### src/rtl/seq_pkg.sv
// Shared definitions for the serial pattern transmitter.
//   - tx_state_t   : transmitter FSM states (IDLE, SHIFT, GAP)
//   - DEF_*        : default pattern width and clocks-per-bit
//   - LED_W        : width of the LED mirror of transmitted bits
//   - rep_cnt_t    : 4-bit repetition count type
//   - rep_inc_sat  : saturating increment for the repetition counter
package seq_pkg;

    localparam int DEF_PATTERN_W  = 8;
    localparam int DEF_BIT_CYCLES = 67108864;
    localparam int LED_W          = 8;

    typedef logic [3:0] rep_cnt_t;

    typedef enum logic [1:0] {
        IDLE  = 2'd0,
        SHIFT = 2'd1,
        GAP   = 2'd2
    } tx_state_t;

    function automatic rep_cnt_t rep_inc_sat(input rep_cnt_t v);
        return (v == 4'hF) ? v : v + 4'd1;
    endfunction

endpackage

### src/rtl/seq_bit_tick.sv
// Bit-period prescaler.
// Counts 0..BIT_CYCLES-1 while enabled and emits a one-cycle wrap pulse on
// the last count of every bit period.
//   clk      in  system clock
//   rst      in  synchronous active-high reset
//   clear    in  synchronous clear of the count (held while transmitter idle)
//   enable   in  advance the count
//   wrap     out high in the last cycle of a bit period
//   at_start out high while the count is 0 (first cycle of a bit period)
module seq_bit_tick #(
    parameter int BIT_CYCLES = 4
) (
    input  logic clk,
    input  logic rst,
    input  logic clear,
    input  logic enable,
    output logic wrap,
    output logic at_start
);

    localparam int CW = $clog2(BIT_CYCLES);

    logic [CW-1:0] count_reg;

    assign wrap     = enable && (count_reg == CW'(BIT_CYCLES - 1));
    assign at_start = (count_reg == '0);

    always_ff @(posedge clk) begin
        if (rst || clear) begin
            count_reg <= '0;
        end else if (enable) begin
            count_reg <= wrap ? '0 : count_reg + CW'(1);
        end
    end

endmodule

### src/rtl/seq_pattern_tx.sv
// Serial pattern transmitter: accepts a PATTERN_W-bit word on a valid/ready
// load port and sends it MSB-first on ser_out, one bit per BIT_CYCLES clocks,
// repeat_cnt times (0 = until stop). The last eight sent bits are mirrored
// on LED (newest in LED[0]).
// Build option: define SEQ_TX_GAP_EN to insert one idle 0 bit between
// consecutive repetitions (never after the final one).
// Ports:
//   clk, rst           clock, synchronous active-high reset
//   load_valid/ready   load handshake (ready only while idle)
//   load_data          pattern to send
//   repeat_cnt         repetitions, 0 = continuous
//   stop               level request to end after the current repetition
//   ser_out            serial data, 0 when idle / in the gap
//   bit_strobe         pulse in the first cycle of each data bit
//   busy, done         transmission active / completion pulse
//   LED                shift register of transmitted bits
module seq_pattern_tx
    import seq_pkg::*;
#(
    parameter int BIT_CYCLES = DEF_BIT_CYCLES,
    parameter int PATTERN_W  = DEF_PATTERN_W
) (
    input  logic                 clk,
    input  logic                 rst,
    input  logic                 load_valid,
    output logic                 load_ready,
    input  logic [PATTERN_W-1:0] load_data,
    input  rep_cnt_t             repeat_cnt,
    input  logic                 stop,
    output logic                 ser_out,
    output logic                 bit_strobe,
    output logic                 busy,
    output logic                 done,
    output logic [LED_W-1:0]     LED
);

    localparam int IDX_W = (PATTERN_W > 1) ? $clog2(PATTERN_W) : 1;

    tx_state_t            state_reg, state_next;
    logic [PATTERN_W-1:0] shift_reg;
    logic [PATTERN_W-1:0] shift_rot;
    logic [IDX_W-1:0]     bit_idx_reg;
    rep_cnt_t             repeat_reg;
    rep_cnt_t             rep_done_reg;
    rep_cnt_t             rep_after;
    logic                 stop_pending_reg;
    logic [LED_W-1:0]     led_reg;
    logic                 done_reg;

    logic wrap, at_start;
    logic last_bit, rep_end, stop_eff, final_rep;

    seq_bit_tick #(
        .BIT_CYCLES(BIT_CYCLES)
    ) u_tick (
        .clk     (clk),
        .rst     (rst),
        .clear   (state_reg == IDLE),
        .enable  (state_reg != IDLE),
        .wrap    (wrap),
        .at_start(at_start)
    );

    // The pattern is rotated rather than shifted out so that after a full
    // repetition it is back in its original order for the next one.
    generate
        if (PATTERN_W == 1) begin : g_rot1
            assign shift_rot = shift_reg;
        end else begin : g_rotn
            assign shift_rot = {shift_reg[PATTERN_W-2:0], shift_reg[PATTERN_W-1]};
        end
    endgenerate

    assign last_bit  = (bit_idx_reg == IDX_W'(PATTERN_W - 1));
    assign rep_end   = (state_reg == SHIFT) && wrap && last_bit;
    // A stop arriving in the very cycle a decision is made still counts.
    assign stop_eff  = stop_pending_reg || stop;
    assign rep_after = rep_inc_sat(rep_done_reg);
    assign final_rep = (repeat_reg != 4'd0) && (rep_after == repeat_reg);

    // State register
    always_ff @(posedge clk) begin
        if (rst) begin
            state_reg <= IDLE;
        end else begin
            state_reg <= state_next;
        end
    end

    // Next-state logic
    always_comb begin
        state_next = state_reg;
        case (state_reg)
            IDLE: begin
                if (load_valid) state_next = SHIFT;
            end
            SHIFT: begin
                if (rep_end) begin
                    if (final_rep || stop_eff) begin
                        state_next = IDLE;
                    end else begin
`ifdef SEQ_TX_GAP_EN
                        state_next = GAP;
`else
                        state_next = SHIFT;
`endif
                    end
                end
            end
`ifdef SEQ_TX_GAP_EN
            GAP: begin
                if (wrap) state_next = stop_eff ? IDLE : SHIFT;
            end
`endif
            default: state_next = IDLE;
        endcase
    end

    // Outputs
    always_comb begin
        load_ready = (state_reg == IDLE);
        busy       = (state_reg != IDLE);
        ser_out    = (state_reg == SHIFT) ? shift_reg[PATTERN_W-1] : 1'b0;
        bit_strobe = (state_reg == SHIFT) && at_start;
        done       = done_reg;
        LED        = led_reg;
    end

    // Datapath
    always_ff @(posedge clk) begin
        if (rst) begin
            shift_reg        <= '0;
            bit_idx_reg      <= '0;
            repeat_reg       <= '0;
            rep_done_reg     <= '0;
            stop_pending_reg <= 1'b0;
            led_reg          <= '0;
            done_reg         <= 1'b0;
        end else begin
            done_reg <= (state_reg != IDLE) && (state_next == IDLE);

            if (state_reg == IDLE) begin
                if (load_valid) begin
                    shift_reg        <= load_data;
                    repeat_reg       <= repeat_cnt;
                    rep_done_reg     <= '0;
                    bit_idx_reg      <= '0;
                    stop_pending_reg <= 1'b0;
                end
            end else if (stop) begin
                stop_pending_reg <= 1'b1;
            end

            if ((state_reg == SHIFT) && wrap) begin
                shift_reg   <= shift_rot;
                bit_idx_reg <= last_bit ? '0 : bit_idx_reg + IDX_W'(1);
                if (last_bit) rep_done_reg <= rep_after;
            end

            if (bit_strobe) begin
                led_reg <= {led_reg[LED_W-2:0], shift_reg[PATTERN_W-1]};
            end
        end
    end

endmodule

### config.mk
export PLATFORM = sky130hd
export DESIGN_NAME = seq_pattern_tx
export DESIGN_NICKNAME = d
export VERILOG_FILES = /design/src/rtl/seq_pkg.sv /design/src/rtl/seq_bit_tick.sv /design/src/rtl/seq_pattern_tx.sv
export SDC_FILE = /design/constraint.sdc
export NUM_CORES = 1
export LEC_CHECK = 0
export ABC_AREA = 1
export CORE_MARGIN = 2
export CORE_UTILIZATION = 40
export CTS_BUF_LIST = sky130_fd_sc_hd__clkbuf_16
export DETAILED_ROUTE_END_ITERATION = 10
export GPL_TIMING_DRIVEN = 0
export MAX_ROUTING_LAYER = met4
export PLACE_DENSITY = 0.7
export SLEW_MARGIN = 20
export SYNTH_ARGS = -nofsm -noshare
export SYNTH_HDL_FRONTEND = slang
export SYNTH_SLANG_ARGS = --single-unit
### constraint.sdc
create_clock -name clk -period 2.6 [get_ports clk]
set_clock_uncertainty 0.2 [all_clocks]
set_input_delay 0.39 -clock clk [delete_from_list [all_inputs] [get_ports clk]]
set_output_delay 0.39 -clock clk [all_outputs]
set_load 0.05 [all_outputs]
==> metrics <==
commonest cells after routing, fill and taps aside=nand2_1, nor2_1, dfxtp_1, inv_1, a21oi_1; Netlist cell types=36; DR WL/cell=11.9 um; worst path setup slack after routing=0.129 ns; Total Routed Length=6720 um; DRC violation total after the first TritonRoute iteration=142; vertical extent of the die=90.0 um; total number of vias=2,676; Max Clk Rate=405 MHz; number of buffer and inverter instances along the worst setup path=3; area share of the leading cell type in the synthesized netlist=0.385; total standard cell area after synthesis=2960 um2; GRT Overall Usage=0.180; Final nets=480; Non-Filler Instances=563; number of filler instances in the final layout=742; TritonCTS Sinks=57; dominant cells by area after synthesis=dfxtp_1, nand2_1, nor2_1, inv_1, a21oi_1; share of power burned in combinational logic=0.077; global-route wire length before repair=11,600 um; number of global-route vias before repair=2,550; average instance area after synthesis=7.05 um2; overall power=2300 uW; num ports=29; sequential fraction of the synthesis area=0.385; Die ar.=8110 um2; Pwr per Cell Area=626 nW/um2; primary flip-flop cell chosen by synthesis mapping=dfxtp_1; CP cell instances=inv_1 > ha_1 > nand3_1 > nor4_2 > nand4_2 > inv_2 > clkbuf_4; global-route congestion overflow total=0; register bit total from synthesis=57; number of nets with antenna violations after detailed routing=0; path class of the lowest-slack min-delay path=in -> reg; terminus of the critical flop-to-flop path=shift_reg[4]; most frequent standard cell in the layout excluding fill and tap cells=nand2_1; max cap viols=0; r2r setup slk=0.56 ns; highest net fanout along the worst path=9; sequential cell fraction of total power=0.394; instance count on the critical path=7; share of cells above drive strength 1=0.119; width of the chip=90.0 um; detailed-router iteration count before antenna repair=4; row cnt=31; count of placed standard cells including taps=546; Antenna diodes=0; Static Leakage=0.00155 uW; post-route minimum period=2.47 ns; number of input and output port buffers inserted=27; crit path DAT=1.88 ns; post-synthesis cell type with the largest combined area=dfxtp_1; CTS H-tree depth=3; Worst-Margin Slew=0.509 ns; number of cells produced by synthesis=420; initial antenna violation count=0; post-route clock period utilization=0.951; Synth Warn #=0; Final HPWL DP=4890 um; DRC violations left=0; end of the critical path=bit_strobe; Final setup viols=0; Worst Setup End Kind=output port; cell chosen for the clock root=clkbuf_16; number of buffers created by CTS=9; number of nets in the synthesized netlist=441; largest net degree at the start of global routing=11; initial core utilization=0.411; worst-case reg-to-reg path depth=10; Synth-to-Final Area Change=24.2%; clock share of power=0.529; Worst-Skew Late Latency=0.32 ns; Crit Path Category=reg -> out; number of hold buffers added after CTS=0; area inside the core boundary=7210 um2; Max clock buf depth=2; VDD IR max=0.344 mV; run status=complete, no violations; number of endpoints with negative hold slack in the final report=0; worst slew margin relative to its limit=0.661; area taken by multi-input logic gates=1550 um2; number of flip-flops under the largest register name=26; Sum Neg Setup Slack=0 ns; source of the critical timing path=u_tick.count_reg[0]; storage element area=1140 um2; Max Transition Viols Final=0; Worst Setup Slack post-DPL=-0.319 ns; Crit path largest cell delay=0.33 ns; clock tree from TritonCTS=yes; kind of cell adding the most delay to the critical path=simple AND/OR/NAND/NOR gates; switching power=514 uW; required time at the worst-slack endpoint=2.01 ns; number of synthesized flops with an enable pin=0; final estimated routing congestion in global placement=0.862; library cell contributing the largest single delay on the critical path=dfxtp_1; proportion of total power due to net switching=0.223; average via count per standard cell=4.75; Reg-to-Reg Start=u_tick.count_reg[1]; clk slew on worst S/H paths=0.05 ns; Power Internal=1790 uW; startpoint types=register; proportion of synthesized flip-flops having asynchronous set or reset=0
==> Yosys cell counts, types with 3 or more instances <==
cell	count
nand3b_1	3
xnor2_1	3
inv_2	9
nor3_1	5
clkbuf_1	4
inv_1	56
nor2_4	5
dfxtp_1	57
nor2_2	3
nand4_1	3
nand2_2	4
nor2_1	64
nand3_1	18
nand2_1	87
ha_1	5
o21ai_0	12
nor3_2	3
o21ai_1	9
nor4_1	6
a21oi_1	35
xor2_1	8
==> worst min-delay path by stage <==
stage	cells past startpoint	slack [ns]	endpoint	startpoint
2_1_floorplan	1	0.23	bit_idx_reg[0]	bit_idx_reg[0]
3_3_place_gp	2	0.24	stop_pending_reg	stop_pending_reg
3_5_place_dp	1	0.26	bit_idx_reg[0]	bit_idx_reg[0]
4_1_cts	2	0.24	rep_done_reg[1]	rst
5_1_grt	2	0.27	rep_done_reg[1]	rst
6_report	2	0.24	rep_done_reg[1]	rst
==> power by group through the flow <==
stage	clock, uW	sequential [uW]	combinational, uW
floorplan	0	944	92.8
global placement	0	926	173
detailed placement	0	926	177
CTS	1240	908	177
global route	1290	909	199
finish	1220	909	177
==> through the flow <==
step           hold WS [ns]  instance area (um2)   util
3_3_place_gp          0.244                 3360  0.465
2_1_floorplan         0.229                 2960      -
4_1_cts               0.236                 3670  0.509
5_1_grt               0.267                 3680  0.510
6_report              0.245                 3680  0.510
3_5_place_dp          0.255                 3360  0.465
==> logic make-up after synthesis <==
kind of cell	synth area share
AND/OR/NAND/NOR	0.358
buffers and inverters	0.0934
AO/OA/AOI/OAI	0.109
flip-flops	0.385
XOR/XNOR	0.0325
adder cells (fa/ha/maj)	0.0211
other	0.00127
==> final cells by class <==
class / count / area share
Inverter: 65 / 0.0663
Timing Repair Buffer: 28 / 0.0748
Buffer: 7 / 0.00884
Multi-Input combinational cell: 291 / 0.421
Clock buffer: 9 / 0.0612
Sequential cell: 57 / 0.310
Clock inverter: 7 / 0.0235
Tap cell: 99 / 0.0337
==> layer usage <==
layer  part of all wire  global-route usage  vias to the layer above
met5                  0                   -                        -
li1                   -                   -                     1423
met3              0.037              0.0344                        8
met1               0.48               0.225                     1196
met4              0.014              0.0846                        0
met2               0.47               0.280                       49
==> what timing repair did <==
| item | CTS | global route |
|---|---|---|
| buffers inserted | 1 | 0 |
| endpoints found under the setup margin | 1 | 1 |
| endpoints found under the hold margin | 0 | 0 |
| gates resized for setup | 5 | 2 |
| pin swaps | 1 | 0 |
No activity file was read; power rests on OpenSTA's default activity.
